**config.mk**
```make
export PLATFORM = sky130hd
export DESIGN_NAME = bn_channel_sequencer
export DESIGN_NICKNAME = d
export VERILOG_FILES = /design/src/rtl/bn_channel_sequencer.sv
export SDC_FILE = /design/constraint.sdc
export NUM_CORES = 1
export LEC_CHECK = 0
export ABC_AREA = 1
export BUFFER_PORTS_ARGS = -buffer_cell sky130_fd_sc_hd__buf_2
export CORE_ASPECT_RATIO = 2
export CORE_MARGIN = 2
export CORE_UTILIZATION = 49
export CTS_CLUSTER_SIZE = 24
export DETAILED_ROUTE_END_ITERATION = 16
export GPL_TIMING_DRIVEN = 0
export HOLD_SLACK_MARGIN = 0.08
export PLACE_DENSITY = 0.81
export SLEW_MARGIN = 40
export SYNTH_ARGS = -nofsm -noshare
export SYNTH_HDL_FRONTEND = slang
export SYNTH_SLANG_ARGS = --single-unit
```
**constraint.sdc**
```tcl
create_clock -name clk -period 2 [get_ports clk]
set_input_delay 0.5 -clock clk [delete_from_list [all_inputs] [get_ports clk]]
set_output_delay 0.5 -clock clk [all_outputs]
set_load 0.02 [all_outputs]
```
**src/rtl/bn_channel_sequencer.sv**
```systemverilog
// Per-channel batch-norm sequencer: fetches (delta, mu, beta) for each channel, then streams
// that channel's samples through the external combinational datapath into a tagged output register.
module bn_channel_sequencer #(
    parameter int W1    = 24,
    parameter int W2    = 18,
    parameter int W4    = 9,
    parameter int CH_W  = 6,
    parameter int PIX_W = 10
) (
    input  logic                    clk,
    input  logic                    rst_n,
    input  logic                    start,
    input  logic        [CH_W-1:0]  num_ch,
    input  logic        [PIX_W-1:0] num_pix,
    output logic                    busy,
    output logic                    done,
    output logic                    prm_rd_en,
    output logic        [CH_W-1:0]  prm_addr,
    input  logic signed [W2-1:0]    prm_delta,
    input  logic signed [W2-1:0]    prm_mu,
    input  logic signed [W2-1:0]    prm_beta,
    input  logic                    in_valid,
    input  logic signed [W1-1:0]    in_data,
    output logic                    in_ready,
    output logic signed [W1-1:0]    bn_din,
    output logic signed [W2-1:0]    bn_delta,
    output logic signed [W2-1:0]    bn_mu,
    output logic signed [W2-1:0]    bn_beta,
    input  logic signed [W4-1:0]    bn_oup,
    output logic                    out_valid,
    output logic        [W4-1:0]    out_data,
    output logic        [CH_W-1:0]  out_ch,
    output logic                    out_last,
    input  logic                    out_ready
);

    typedef enum logic [2:0] {IDLE, PREQ, PWAIT, STREAM, DRAIN} state_t;

    state_t                  state_q, state_d;
    logic [CH_W-1:0]         num_ch_q, num_ch_d;
    logic [PIX_W-1:0]        num_pix_q, num_pix_d;
    logic [CH_W-1:0]         ch_cnt_q, ch_cnt_d;
    logic [PIX_W-1:0]        pix_cnt_q, pix_cnt_d;
    logic                    busy_q, busy_d;
    logic                    done_q, done_d;
    logic                    prm_rd_en_q, prm_rd_en_d;
    logic signed [W2-1:0]    delta_q, delta_d;
    logic signed [W2-1:0]    mu_q, mu_d;
    logic signed [W2-1:0]    beta_q, beta_d;
    logic                    out_valid_q, out_valid_d;
    logic [W4-1:0]           out_data_q, out_data_d;
    logic [CH_W-1:0]         out_ch_q, out_ch_d;
    logic                    out_last_q, out_last_d;

    logic accept;
    logic last_pix;
    logic last_ch;

    // A sample may enter whenever the output register is empty or being emptied this cycle.
    assign in_ready = (state_q == STREAM) && (!out_valid_q || out_ready);
    assign accept   = in_valid && in_ready;
    assign last_pix = (pix_cnt_q == num_pix_q - PIX_W'(1));
    assign last_ch  = (ch_cnt_q == num_ch_q - CH_W'(1));

    assign busy      = busy_q;
    assign done      = done_q;
    assign prm_rd_en = prm_rd_en_q;
    assign prm_addr  = ch_cnt_q;
    assign bn_din    = in_data;
    assign bn_delta  = delta_q;
    assign bn_mu     = mu_q;
    assign bn_beta   = beta_q;
    assign out_valid = out_valid_q;
    assign out_data  = out_data_q;
    assign out_ch    = out_ch_q;
    assign out_last  = out_last_q;

    always_comb begin
        state_d     = state_q;
        num_ch_d    = num_ch_q;
        num_pix_d   = num_pix_q;
        ch_cnt_d    = ch_cnt_q;
        pix_cnt_d   = pix_cnt_q;
        busy_d      = busy_q;
        done_d      = 1'b0;
        prm_rd_en_d = 1'b0;
        delta_d     = delta_q;
        mu_d        = mu_q;
        beta_d      = beta_q;
        out_valid_d = out_valid_q;
        out_data_d  = out_data_q;
        out_ch_d    = out_ch_q;
        out_last_d  = out_last_q;

        if (accept) begin
            out_valid_d = 1'b1;
            out_data_d  = bn_oup;
            out_ch_d    = ch_cnt_q;
            out_last_d  = last_pix && last_ch;
        end else if (out_ready) begin
            out_valid_d = 1'b0;
            out_last_d  = 1'b0;
        end

        case (state_q)
            IDLE: begin
                busy_d = 1'b0;
                if (start) begin
                    busy_d = 1'b1;
                    // A zero-sized run completes immediately without touching memory.
                    if (num_ch != '0 && num_pix != '0) begin
                        num_ch_d    = num_ch;
                        num_pix_d   = num_pix;
                        ch_cnt_d    = '0;
                        pix_cnt_d   = '0;
                        prm_rd_en_d = 1'b1;
                        state_d     = PREQ;
                    end else begin
                        done_d = 1'b1;
                    end
                end
            end
            PREQ: begin
                state_d = PWAIT;
            end
            PWAIT: begin
                delta_d = prm_delta;
                mu_d    = prm_mu;
                beta_d  = prm_beta;
                state_d = STREAM;
            end
            STREAM: begin
                if (accept) begin
                    if (last_pix) begin
                        pix_cnt_d = '0;
                        if (last_ch) begin
                            state_d = DRAIN;
                        end else begin
                            ch_cnt_d    = ch_cnt_q + CH_W'(1);
                            prm_rd_en_d = 1'b1;
                            state_d     = PREQ;
                        end
                    end else begin
                        pix_cnt_d = pix_cnt_q + PIX_W'(1);
                    end
                end
            end
            DRAIN: begin
                if (!out_valid_q || out_ready) begin
                    done_d  = 1'b1;
                    state_d = IDLE;
                end
            end
            default: begin
                state_d = IDLE;
            end
        endcase
    end

    always_ff @(posedge clk or negedge rst_n) begin
        if (!rst_n) begin
            state_q     <= IDLE;
            num_ch_q    <= '0;
            num_pix_q   <= '0;
            ch_cnt_q    <= '0;
            pix_cnt_q   <= '0;
            busy_q      <= 1'b0;
            done_q      <= 1'b0;
            prm_rd_en_q <= 1'b0;
            delta_q     <= '0;
            mu_q        <= '0;
            beta_q      <= '0;
            out_valid_q <= 1'b0;
            out_data_q  <= '0;
            out_ch_q    <= '0;
            out_last_q  <= 1'b0;
        end else begin
            state_q     <= state_d;
            num_ch_q    <= num_ch_d;
            num_pix_q   <= num_pix_d;
            ch_cnt_q    <= ch_cnt_d;
            pix_cnt_q   <= pix_cnt_d;
            busy_q      <= busy_d;
            done_q      <= done_d;
            prm_rd_en_q <= prm_rd_en_d;
            delta_q     <= delta_d;
            mu_q        <= mu_d;
            beta_q      <= beta_d;
            out_valid_q <= out_valid_d;
            out_data_q  <= out_data_d;
            out_ch_q    <= out_ch_d;
            out_last_q  <= out_last_d;
        end
    end

endmodule
```
==> summary.txt, run 1 <==
Status: finished clean
Tmin final: 1.879 ns
Worst IR drop on VDD: 0.6046 mV
Synth cell types: 36
Hold WS: 0.3451 ns
Vert. Die Dim: 150.5 µm
Detailed-route via count: 4,582
Die area: 11,630 µm²
Vias in the first global route: 4,554
Crit path max-delay family: simple AND/OR/NAND/NOR gates
Worst path required time: 2.24 ns
Synth Area in Compound Gates: 4.354%
FF+latch count, synth: 109
Dpl cells: 868
Drt drc: 0
LEAKAGE: 3.595 nW
WL/cell: 14.96 µm
Clock skew: 0.009924 ns
Final antenna-violating net count: 0
Max Cap Violations: 0
Critical Path, Cell by Cell: inv_2, ha_4, xnor2_2, nor2_1, nand3_1, nor2_2, nand3_2, nand4_4, nand2_4, nand2_2, nand2_1
Post-synth EDFFs: 0
Largest family of logic cells by synthesized area: simple AND/OR/NAND/NOR gates
Routability Congestion: 0.9004
Final period utilization: 93.93%
Seq/Total Area, Yosys: 51.87%
Post-synthesis adder-cell area fraction: 0.9517%
Layout cells sized above 1: 44.97%
DRT iter0 DRCs: 158
CTS root buffer: clkbuf_16
CP bufs+invs: 1
Clock Path Buffers: 2
Clock transition at path regs: 0.07 ns
Max_slew headroom: 71.08%
Largest net degree at the start of global routing: 80
Port bufs: 188
Post-DP HPWL: 10,340 µm
Initial core utilization: 50.19%
Cell Area, Synth: 5259 µm²
CORE AREA: 10,480 µm²
First-pass GRT wire length: 20,870 µm
Syn avg cell area: 9.703 µm²
Worst-path fanout max: 7
Sink Count: 109
Clk_lat worst skew: 0.35 ns
Top FF cell, synth: dfrtp_1
CTS Buf Count: 9
Worst-Margin Slew: 0.4338 ns
CP Launch Type: flop
Max Clock Freq: 0.5323 GHz
Vias/cell: 5.131
TritonCTS clock tree: done
YS warnings: 0
Net Count, Synth: 654
Max Slew Vio Count: 0
Final nets: 864
Rows: 53
Worst Setup End Kind: flop
Die X: 77.26 µm
Hold Crit Class: primary input to flop
Slowest Stage Delay on Critical Path: 0.40 ns
Hold Vio Cnt, Final: 0
Worst EP arrival: 2.11 ns
First drt pass iteration count: 5
Asr flop ratio synth: 100.0%
Crit Path Class: flop to flop
Grt ovf: 0
RSZ-0062 raised after global routing: true
Post-route core utilization: 65.32%
Post-route setup slack: 0.1214 ns
Initial antenna violation count: 0
Multiplexer share of the synthesized area: 11.99%
Power per standard cell area: 733.0 nW/µm²
Synth Instances: 542
Post-Route WL: 13,360 µm
N_diodes: 0
XOR/XNOR Fraction of Synth Area: 3.164%
Dpl ws: -0.1213 ns
H-tree depth: 3
Finish-stage setup viols: 0
Area Growth Syn to Fin: 30.15%
Simple-Gate Fraction of Synth Area: 19.32%
Finished Layout Cells: 893
Tot Pwr: 5.017 mW
IO Pins: 213
Crit-path slowest cell: dfrtp_1
GRT Overall Usage: 22.61%
[cell usage after synthesis (2+ instances only)]
cell type | n | area share (%)
inv_2 | 2 | 0.14
xor2_1 | 13 | 2.2
nor3_1 | 6 | 0.57
nand2_2 | 3 | 0.36
o21ai_0 | 17 | 1.6
nand3_2 | 2 | 0.38
a21oi_1 | 14 | 1.3
clkbuf_1 | 5 | 0.36
inv_1 | 50 | 3.6
o21ai_1 | 2 | 0.19
buf_2 | 5 | 0.48
nor2_1 | 39 | 2.8
ha_1 | 4 | 0.95
nand3_1 | 34 | 3.2
mux2_2 | 56 | 12
nand4_1 | 8 | 0.95
nand2_4 | 2 | 0.43
buf_4 | 24 | 3.4
dfrtp_1 | 109 | 52
nor2_4 | 2 | 0.43
xnor2_1 | 6 | 1.0
nand2_1 | 125 | 8.9
[worst paths after layout]
check | slack (ns) | start | cells past startpoint | to
max | 0.12 | num_ch_q[0] | 11 | prm_addr[0]
min | 0.35 | bn_oup[4] | 3 | out_data[4]
max reg2reg | 0.12 | num_ch_q[0] | 11 | prm_addr[0]
min reg2reg | 0.48 | out_data[1] | 2 | out_data[1]
max in group asynchronous | 0.74 | rst_n | 3 | done
min in group asynchronous | 0.59 | rst_n | 2 | num_pix_q[7]
[area by class of cell]
type / count / area (µm²)
Sequential cell: 109 / 2728
Clock inverter: 6 / 56.30
Tap cell: 137 / 171.4
Timing Repair Buffer: 199 / 1056
Fill cell: 846 / 3633
Multi-Input combinational cell: 344 / 2168
Clock buffer: 9 / 225.2
Buffer: 36 / 239.0
Inverter: 53 / 200.2
[flip-flops by register name, indices dropped and copies added (netlist names)]
register,flops
pix_cnt_q,10
prm_addr,6
prm_rd_en,1
out_data,9
bn_mu,18
num_pix_q,10
out_last,1
bn_delta,18
done,1
out_ch,6
state_q,3
bn_beta,18
out_valid,1
num_ch_q,6
busy,1
[layout by cell type (no fill, tap or decap), types with 2 or more instances in the layout]
master,count
xnor2_1,5
mux2_2,56
dfrtp_1,109
buf_2,192
nor3_1,6
clkbuf_1,5
clkbuf_16,9
ha_1,2
nor2_4,2
clkinv_4,2
inv_1,44
a21oi_1,14
inv_8,2
nand2_4,3
inv_2,8
nand2_2,11
nor2_2,2
nand3_2,4
ha_4,2
nor2_1,38
buf_4,33
nand4_1,8
xor2_1,13
nand3_1,32
o21ai_0,17
nand2_1,116
[where the power goes]
group,internal [mW],switching (mW)
combinational,0.354,0.472
sequential,2.35,0.133
clock,0.865,0.846
total,3.57,1.45
[repair_timing]
item / in CTS / in global routing
hold buffers: 1 / 0
setup endpoints to repair: 9 / 21
setup buffers: 0 / 9
pin swaps: 0 / 13
gates resized for setup: 4 / 21
hold endpoints to repair: 30 / 0
[cell families after synthesis]
group,count (synthesis)
adder cells (fa/ha/maj),4
XOR/XNOR,19
AO/OA/AOI/OAI,38
multiplexers,56
flip-flops,109
buffers and inverters,89
AND/OR/NAND/NOR,227
[worst min-delay path, stage by stage]
cell and delay [ns]:
buf_2 0.07, nand2_1 0.04, nand2_1 0.04
[metrics by stage]
step           TNS (ns)  cell area [µm²]
5_1_grt         -0.1073             6844
2_1_floorplan         0             5259
3_3_place_gp     -78.99             6371
4_1_cts               0             6714
3_5_place_dp     -2.039             6409
6_report              0             6844
[layer usage]
metal / vias to the layer above / track usage [%] / wire (µm)
li1: 2143 / - / -
met5: - / 0 / 0
met2: 165 / 44.39 / 7757
met3: 33 / 3.657 / 653
met1: 2241 / 22.61 / 4517
met4: 0 / 10.54 / 433
Power figures use the tool's default switching activity.
==> inputs of run 2 (changes only) <==
Settings changed: ABC_AREA 1 to not set, CORE_UTILIZATION 49 to 48, PLACE_DENSITY 0.81 to 0.8.
==> run 2 against run 1 <==
The run now ends with negative setup slack left. First-iteration DRC count rose by 28%. Register-to-register slack got worse by 0.74 ns. Sequential share of layout area rose by 0.60 points.
==> summary.txt, run 2 <==
Status: complete, but fails checks
Failing checks: negative setup slack
RSZ-0062 raised after global routing: true
Dpl ws: -0.8790 ns
Die area: 11,350 µm²
Layout cells sized above 1: 51.41%
Worst path required time: 2.28 ns
DRT iter0 DRCs: 203
Tmin final: 2.623 ns
Worst EP arrival: 2.90 ns
Top-count cell post-synth: dfrtp_1
Tot Pwr: 4.667 mW
Hold Crit Class: primary input to flop
Post-route setup slack: -0.6229 ns
Worst-Margin Slew: 0.6030 ns
Post-DP HPWL: 10,010 µm
Final antenna-violating net count: 0
Vias in the first global route: 4,539
Detailed-route via count: 4,282
CORE AREA: 10,150 µm²
Clock transition at path regs: 0.08 ns
GRT Overall Usage: 22.96%
Vias/cell: 5.286
Port bufs: 188
CTS Buf Count: 9
Final nets: 782
Post-synth EDFFs: 0
Top post-synthesis cells by area: dfrtp_1 (54%), mux2_2 (13%), nand2_1 (6.2%)
Vert. Die Dim: 148.7 µm
Routability Congestion: 0.8343
Yosys top cell by area: dfrtp_1
CP Launch Type: flop
Area Growth Syn to Fin: 34.43%
Worst Setup End Kind: flop
Clock skew: 0.008362 ns
IO Pins: 213
Max Cap Violations: 0
Rows: 52
Finished Layout Cells: 810
CTS root buffer: clkbuf_16
Initial core utilization: 49.48%
LEAKAGE: 3.711 nW
Power share of the sequential group: 50.7%
FF+latch count, synth: 109
Hold Vio Cnt, Final: 0
Synth cell types: 49
Seq/Total Area, Yosys: 54.31%
Worst IR drop on VDD: 0.5270 mV
Synth top cells by count: dfrtp_1 (109), nand2_1 (83), mux2_2 (60)
Clock power frac: 35.9%
Sink Count: 109
Crit Path Class: flop to flop
Synth Instances: 455
Comb power frac: 13.4%
Pint: 3.414 mW
Clk_lat worst skew: 0.35 ns
First-pass GRT wire length: 20,830 µm
YS warnings: 0
Largest net degree at the start of global routing: 62
WL/cell: 16.23 µm
Max_slew headroom: 59.43%
Fillers: 801
Dpl cells: 779
Power per standard cell area: 691.3 nW/µm²
P_sw: 1.254 mW
Finish-stage setup viols: 21
Cell Area, Synth: 5022 µm²
Clock Path Buffers: 2
N_diodes: 0
Max Clock Freq: 0.3813 GHz
Asr flop ratio synth: 100.0%
Post-Route WL: 13,150 µm
Sw Share: 26.86%
Initial antenna violation count: 0
Top FF cell, synth: dfrtp_1
Commonest cells after routing, fill and taps aside: buf_2 (187), dfrtp_1 (106), nand2_1 (80), mux2_2 (60), buf_4 (38)
Max Slew Vio Count: 0
Net Count, Synth: 567
Post-route core utilization: 66.52%
First drt pass iteration count: 5
Most common cell after layout, fill and taps aside: buf_2
TritonCTS clock tree: done
Drt drc: 0
Final period utilization: 131.1%
Syn avg cell area: 11.04 µm²
Grt ovf: 0
Share of the synthesized area in the top cell type: 54.31%
H-tree depth: 3
Die X: 76.33 µm
Worst-path fanout max: 7
-- run 2: cell count changes in the layout (fill, tap and decap cells not counted), sizes merged, moves of 5 or more --
cell,change
a21oi,-6
and3,+5
clkbuf,+13
inv,-42
nand2,-47
nand3,-18
nor2,-31
nor4,+5
or3,+6
or4,+6
xnor2,+5
xor2,-5
-- run 2: per-layer routing --
metal  global-route usage, %  vias to the layer above  routed length [µm]
li1                        -                     1983                   -
met3                   4.066                       47                 755
met5                       0                        -                   0
met2                   43.94                      199                7347
met4                   12.82                        0                 591
met1                   22.92                     2053                4456
-- run 2: critical path, cell delays in order, from the launching register on --
cell	delay, ns
dfrtp_2	0.46
nor4_4	0.28
buf_4	0.17
nand4_1	0.15
xnor2_2	0.20
nor4_4	0.28
buf_4	0.16
nand4_1	0.20
buf_6	0.21
or3_1	0.30
a21oi_1	0.14
-- run 2: metrics by stage --
step           setup TNS [ns]  cell area, µm²  hold slack [ns]
3_3_place_gp          -108.70            6218           0.4550
4_1_cts                -9.016            6684           0.3340
6_report               -8.954            6751           0.3416
3_5_place_dp           -39.65            6256           0.4300
2_1_floorplan          -4.239            5109           0.2044
5_1_grt                -10.94            6751           0.3438
-- run 2: final cells by class --
type	count	area, µm²	area share (%)
clock inverters	6	47.55	0.7042
multi-input cells	293	2126	31.49
plain buffers	42	311.5	4.615
repair buffers	204	1094	16.20
clock buffers	10	229.0	3.391
well taps	135	168.9	2.502
flip-flops and latches	109	2731	40.46
inverters	11	43.79	0.6486
-- run 2: power by group through the flow --
stage | clock network, mW | registers [mW] | logic (mW)
floorplan | 0 | 2.42 | 0.321
global placement | 0 | 2.40 | 0.567
detailed placement | 0 | 2.40 | 0.603
CTS | 1.71 | 2.36 | 0.623
global route | 1.77 | 2.37 | 0.682
finish | 1.68 | 2.37 | 0.624
-- run 2: timing repair --
item | 4_1_cts | 5_1_grt
setup buffers | 10 | 4
hold buffers | 1 | 0
gates resized for setup | 21 | 16
endpoints found under the hold margin | 48 | 0
setup endpoints to repair | 96 | 94
pin swaps | 5 | 8
-- run 2: worst paths after layout --
path	startpoint	endpoint	slack, ns	cells after the start
worst max-delay path	num_pix_q[3]	prm_addr[2]	-0.62	10
worst min-delay path	bn_oup[6]	out_data[6]	0.34	3
worst max register to register	num_pix_q[3]	prm_addr[2]	-0.62	10
worst min register to register	out_data[3]	out_data[3]	0.48	2
max in group asynchronous	rst_n	bn_delta[17]	0.73	3
min in group asynchronous	rst_n	num_ch_q[1]	0.64	2
-- run 2: cell families (layout without fill, tap and decap cells) --
family | after synthesis | count (layout) | share of synthesized area (%)
AND/OR/NAND/NOR | 164 | 164 | 16.12
buffers and inverters | 53 | 273 | 5.780
XOR/XNOR | 19 | 19 | 3.313
adder cells (fa/ha/maj) | 4 | 4 | 0.9966
multiplexers | 61 | 61 | 13.65
AO/OA/AOI/OAI | 45 | 45 | 5.830
flip-flops | 109 | 109 | 54.31
